<file path="config.mk">
export PLATFORM = sky130hd
export DESIGN_NAME = fifo_rd_stream_flat
export DESIGN_NICKNAME = d
export VERILOG_FILES = /design/src/rtl/fifo_rd_stream_if.sv /design/src/rtl/fifo_rd_stream.sv /design/src/flat_wrapper.sv
export SDC_FILE = /design/constraint.sdc
export NUM_CORES = 1
export LEC_CHECK = 0
export CAP_MARGIN = 20
export CORE_AREA = 2 2 59 61
export CTS_BUF_LIST = sky130_fd_sc_hd__clkbuf_4 sky130_fd_sc_hd__clkbuf_8
export DETAILED_ROUTE_END_ITERATION = 12
export DIE_AREA = 0 0 61 63
export PLACE_DENSITY = 0.91
export SLEW_MARGIN = 10
export SYNTH_ARGS = -nofsm -noshare
export SYNTH_HDL_FRONTEND = slang
export SYNTH_SLANG_ARGS = --single-unit
</file>
<file path="constraint.sdc">
create_clock -name rclk -period 3.2 [get_ports rclk]
set_clock_uncertainty 0.05 [all_clocks]
set_input_delay 0.64 -clock rclk [delete_from_list [all_inputs] [get_ports rclk]]
set_output_delay 0.64 -clock rclk [all_outputs]
set_load 0.005 [all_outputs]
</file>
<file path="src/rtl/fifo_rd_stream_if.sv">
// rtl/fifo_rd_stream_if.sv - output word stream between fifo_rd_stream and its consumer
interface fifo_rd_stream_if #(
  parameter int DSIZE = 8
);
  logic             m_valid;
  logic             m_ready;
  logic [DSIZE-1:0] m_data;
  logic             m_last;

  modport master (output m_valid, m_data, m_last, input m_ready);
  modport slave  (input m_valid, m_data, m_last, output m_ready);
endinterface

</file>
<file path="src/rtl/fifo_rd_stream.sv">
// rtl/fifo_rd_stream.sv - pops a FWFT async-FIFO read port into a packetised valid/ready stream
module fifo_rd_stream #(
  parameter int DSIZE   = 8,
  parameter int PKT_LEN = 4
) (
  input  logic                rclk,
  input  logic                rrst_n,
  input  logic                rempty,
  input  logic [DSIZE-1:0]    rdata,
  output logic                rinc,
  input  logic                en,
  input  logic                flush,
  fifo_rd_stream_if.master    m,
  output logic [15:0]         word_cnt
);

  localparam int BW = (PKT_LEN > 1) ? $clog2(PKT_LEN) : 1;
  localparam logic [BW-1:0] LAST_BEAT = BW'(PKT_LEN - 1);

  logic [1:0]       occ;
  logic [DSIZE-1:0] word0;
  logic [DSIZE-1:0] word1;
  logic [BW-1:0]    beat;
  logic             armed;
  logic             xfer;

  // armed keeps rinc low until the first edge after reset release
  assign rinc      = armed & en & ~rempty & ~flush & (occ != 2'd2);
  assign xfer      = m.m_valid & m.m_ready & ~flush;
  assign m.m_valid = (occ != 2'd0);
  assign m.m_data  = word0;
  assign m.m_last  = m.m_valid & (beat == LAST_BEAT);

  always_ff @(posedge rclk or negedge rrst_n) begin
    if (!rrst_n) begin
      occ      <= 2'd0;
      word0    <= '0;
      word1    <= '0;
      beat     <= '0;
      word_cnt <= 16'd0;
      armed    <= 1'b0;
    end else begin
      armed <= 1'b1;
      if (flush) begin
        occ  <= 2'd0;
        beat <= '0;
      end else begin
        case ({rinc, xfer})
          2'b10: begin
            if (occ == 2'd0) word0 <= rdata;
            else             word1 <= rdata;
            occ <= occ + 2'd1;
          end
          2'b01: begin
            word0 <= word1;
            occ   <= occ - 2'd1;
          end
          2'b11: begin
            // head leaves while the new word lands behind whatever remains
            if (occ == 2'd1) begin
              word0 <= rdata;
            end else begin
              word0 <= word1;
              word1 <= rdata;
            end
          end
          default: ;
        endcase
        if (xfer) begin
          beat     <= (beat == LAST_BEAT) ? '0 : beat + 1'b1;
          word_cnt <= word_cnt + 16'd1;
        end
      end
    end
  end

endmodule

</file>
<file path="src/flat_wrapper.sv">
// flat-port wrapper written by rule: the top's interface ports become plain ports
module fifo_rd_stream_flat 
#(
  parameter int DSIZE   = 8,
  parameter int PKT_LEN = 4
)
  (rclk, rrst_n, rempty, rdata, rinc, en, flush, word_cnt, m_m_valid, m_m_data, m_m_last, m_m_ready);
  fifo_rd_stream_if #(.DSIZE(DSIZE)) m_i ();
  input  logic rclk;
  input  logic rrst_n;
  input  logic rempty;
  input  logic [DSIZE-1:0] rdata;
  output logic rinc;
  input  logic en;
  input  logic flush;
  output logic [15:0] word_cnt;
  output wire logic [$bits(m_i.m_valid)-1:0] m_m_valid;
  output wire logic [$bits(m_i.m_data)-1:0] m_m_data;
  output wire logic [$bits(m_i.m_last)-1:0] m_m_last;
  input wire logic [$bits(m_i.m_ready)-1:0] m_m_ready;
  assign m_m_valid = m_i.m_valid;
  assign m_m_data = m_i.m_data;
  assign m_m_last = m_i.m_last;
  assign m_i.m_ready = m_m_ready;
  fifo_rd_stream #(.DSIZE(DSIZE), .PKT_LEN(PKT_LEN)) u_core (.rclk(rclk), .rrst_n(rrst_n), .rempty(rempty), .rdata(rdata), .rinc(rinc), .en(en), .flush(flush), .m(m_i), .word_cnt(word_cnt));
endmodule
</file>
==> run_results.csv <==
group,metric,value,unit
yosys,yosys.area_share.simple,0.120,
sta,fin_tns_setup,0,ns
pwr,ir_drop,0.000387,V
layout,syn_to_final_growth,30.0,%
placed_design,port_buffers,40,
layout,antenna_cells,0,
worst_setup_path,crit_path_cell_trace,"clkdlybuf4s50_1 -> nor2_1 -> nand3_1 -> nor2_1 -> clkdlybuf4s50_1",
clock_tree,cts_buffers,5,
layout,nNetsFinal,216,
worst_setup_path,path_class,"in -> out",
worst_setup_path,cp_slowest_cell,"clkdlybuf4s50_1",
routing,dr.pass1.iters,7,
worst_setup_path,cp_max_fo,6,
die,die_x,61,um
pwr,netSwitchingFraction,0.306,
global_route,antenna_found_initial,0,
yosys,synthDistinctLibCells,28,
hold_path,holdCritPathClass,"reg -> reg",
yosys,synth_ff_type,"dfrtp_1",
clock_tree,cts.htree.levels,2,
worst_setup_path,critical_path.endpoint_type,"primary output",
pwr,comb_power_share,0.338,
die,die-area,0.00384,mm2
pwr,p_per_area,619,mW/mm2
routing,ant_nets,0,
sta,finalMaxSlewViolations,0,
die,initial_core_util,0.528,
routing,drcViolationCount,0,
global_route,track_usage,0.210,
sta,min_period_over_period,0.851,
yosys,syn_area,0.00171,mm2
pwr,seqPwrFrac,0.476,
sta,holdWs,0.449,ns
die,die_y,63,um
sta,fmaxAchievable,367,MHz
global_route,grt-ovfl-total,0,
placed_design,dp_hpwl,2.48,mm
yosys,muxShareOfSynthArea,0.0594,
yosys,ys_ff_latch,37,
clock_tree,cts_tree,"built",
worst_setup_path,critPathMaxStageDelay,0.51,ns
sta,fin_ws,0.476,ns
routing,vias,1260,
global_route,grt_start_max_net_pins,38,
routing,routed_via_density,5.16,
layout,drive_gt1_frac,0.0758,
worst_setup_path,cp-start-kind,"input pin",
yosys,async_flop_share,1.00,
clock_tree,cts_setup_buffers,0,
routing,wl,3.50,mm
yosys,synth_compound_area_frac,0.0755,
routing,wl_per_cell,14.4,um
yosys,synth_top_family_by_area,"simple AND/OR/NAND/NOR gates",
pwr,p_leak,1.04,nW
sta,rsz0062_at_grt,"false",
clock_tree,path_clk_slew,0.10,ns
global_route,grt_pass1_vias,1332,
yosys,ys_warn_count,0,
worst_setup_path,arrival,2.03,ns
yosys,synth_xor_area_frac,0.0872,
routing,drt-initial-drc-count,61,
yosys,syn-num-nets,170,
sta,setup_viol,0,
yosys,synthAdderAreaFrac,0.0367,
clock_tree,cts_num_sinks,37,
placed_design,globalplace.congestion,0.745,
yosys,synth_edf_count,0,
layout,fin_util,0.686,
clock_tree,post_cts_resized,0,
pwr,switchingPower,0.000420,W
placed_design,dpl_worst_slack,0.475,ns
yosys,avgSynthCellArea,11.3,um2
sta,min_period,2.72,ns
sta,hold_viol,0,
pwr,power.share.clock,0.186,
worst_setup_path,critPathRequiredTime,2.51,ns
clock_tree,clock-root-buffer,"clkbuf_4",
die,core_area,0.00323,mm2
pwr,internal_power,0.000954,W
job,maxCapViolations,0,
yosys,synth_cells,151,
clock_tree,clockBufferDepth,2,
outcome,status,"finished clean",
layout,nFillCells,253,
clock_tree,insertion_delay,0.33,ns
yosys,ys_seq_area_frac,0.543,
clock_tree,hold_buffers,0,
die,num_io_pins,41,
global_route,grt_pass1_wl,6.03,mm
die,fp-row-count,21,
cell families after synthesis:
kind of cell	Yosys count
AO/OA/AOI/OAI	15
adder cells (fa/ha/maj)	5
AND/OR/NAND/NOR	35
multiplexers	10
other	1
buffers and inverters	31
flip-flops	37
XOR/XNOR	17
cells in the mapped netlist, types with 2 or more instances:
library cell / count / share of area
buf_2: 2 / 0.0059
nand2_1: 5 / 0.011
xnor2_1: 15 / 0.077
inv_1: 27 / 0.059
nand3_1: 5 / 0.015
and4_1: 2 / 0.010
nor2_1: 7 / 0.015
and3_1: 4 / 0.015
a222oi_1: 8 / 0.047
a21oi_1: 3 / 0.0088
nand4_1: 5 / 0.018
nor3_1: 2 / 0.0059
ha_1: 5 / 0.037
a211oi_1: 2 / 0.0088
xor2_1: 2 / 0.010
dfrtp_1: 37 / 0.54
mux2i_1: 9 / 0.053
final timing paths:
check,startpoint,end,slack (ns),cells after the start
setup / recovery,rempty,rinc,0.48,5
hold / removal,u_core.word_cnt[4]$_DFFE_PN0P_,u_core.word_cnt[4]$_DFFE_PN0P_,0.45,1
setup reg to reg,u_core.occ[0]$_DFFE_PN0P_,u_core.m.m_data[1]$_DFFE_PN0P_,1.22,5
hold reg to reg,u_core.word_cnt[4]$_DFFE_PN0P_,u_core.word_cnt[4]$_DFFE_PN0P_,0.45,1
max in group asynchronous,rrst_n,u_core.m.m_data[1]$_DFFE_PN0P_,2.10,2
min in group asynchronous,rrst_n,u_core.word_cnt[7]$_DFFE_PN0P_,0.66,2
power by group through the flow:
stage,Clock (W),Combinational [W],Sequential [W]
floorplan,0,0.000244,0.000654
global placement,0,0.000437,0.000655
detailed placement,0,0.000463,0.000661
CTS,0.000259,0.000468,0.000654
global route,0.000281,0.000516,0.000668
finish,0.000255,0.000464,0.000654
critical path, delay by kind of cell:
| kind | cells | cell delay (ns) |
|---|---|---|
| and+or+nand+nor | 3 | 0.46 |
| buffers and inverters | 2 | 0.93 |
per-stage QoR:
| step | instances | cell area (um2) | power (W) |
|---|---|---|---|
| 6_report | 244 | 2220 | 0.00137 |
| 4_1_cts | 244 | 2220 | 0.00138 |
| 3_3_place_gp | 236 | 2160 | 0.00109 |
| 5_1_grt | 244 | 2220 | 0.00147 |
| 3_5_place_dp | 236 | 2160 | 0.00112 |
| 2_1_floorplan | 151 | 1710 | 0.000898 |
layer usage:
layer	GRT usage	vias to the layer above	share of wire
li1	-	600	-
met1	0.276	620	0.43
met2	0.329	32	0.51
met3	0.0538	8	0.041
met4	0.0815	0	0.021
met5	0	-	0
placed cells by master (no fill, tap or decap), types with 4 or more instances in the layout:
cell type and count:
nand3_1 5, nand4_1 5, a222oi_1 8, clkdlybuf4s50_1 40
inv_1 27, xnor2_1 15, ha_1 5, mux2i_1 9
nand2_1 5, dfrtp_1 37, clkbuf_4 8, nor2_1 7
and3_1 4
area by class of cell:
cell class	instances	area [um2]	share of cell area
timing repair buffer	43	423	0.191
multi-input combinational	83	651	0.293
tap	46	57.6	0.0259
inverter	27	101	0.0457
sequential	37	926	0.417
clock buffer	8	60.1	0.0271
sequential cells by signal, summed over array words and instances (netlist names):
signal	cells
u_core.beat	2
u_core.armed	1
u_core.m.m_data	8
u_core.word1	8
u_core.occ	2
u_core.word_cnt	16
No activity file was read; power rests on OpenSTA's default activity.
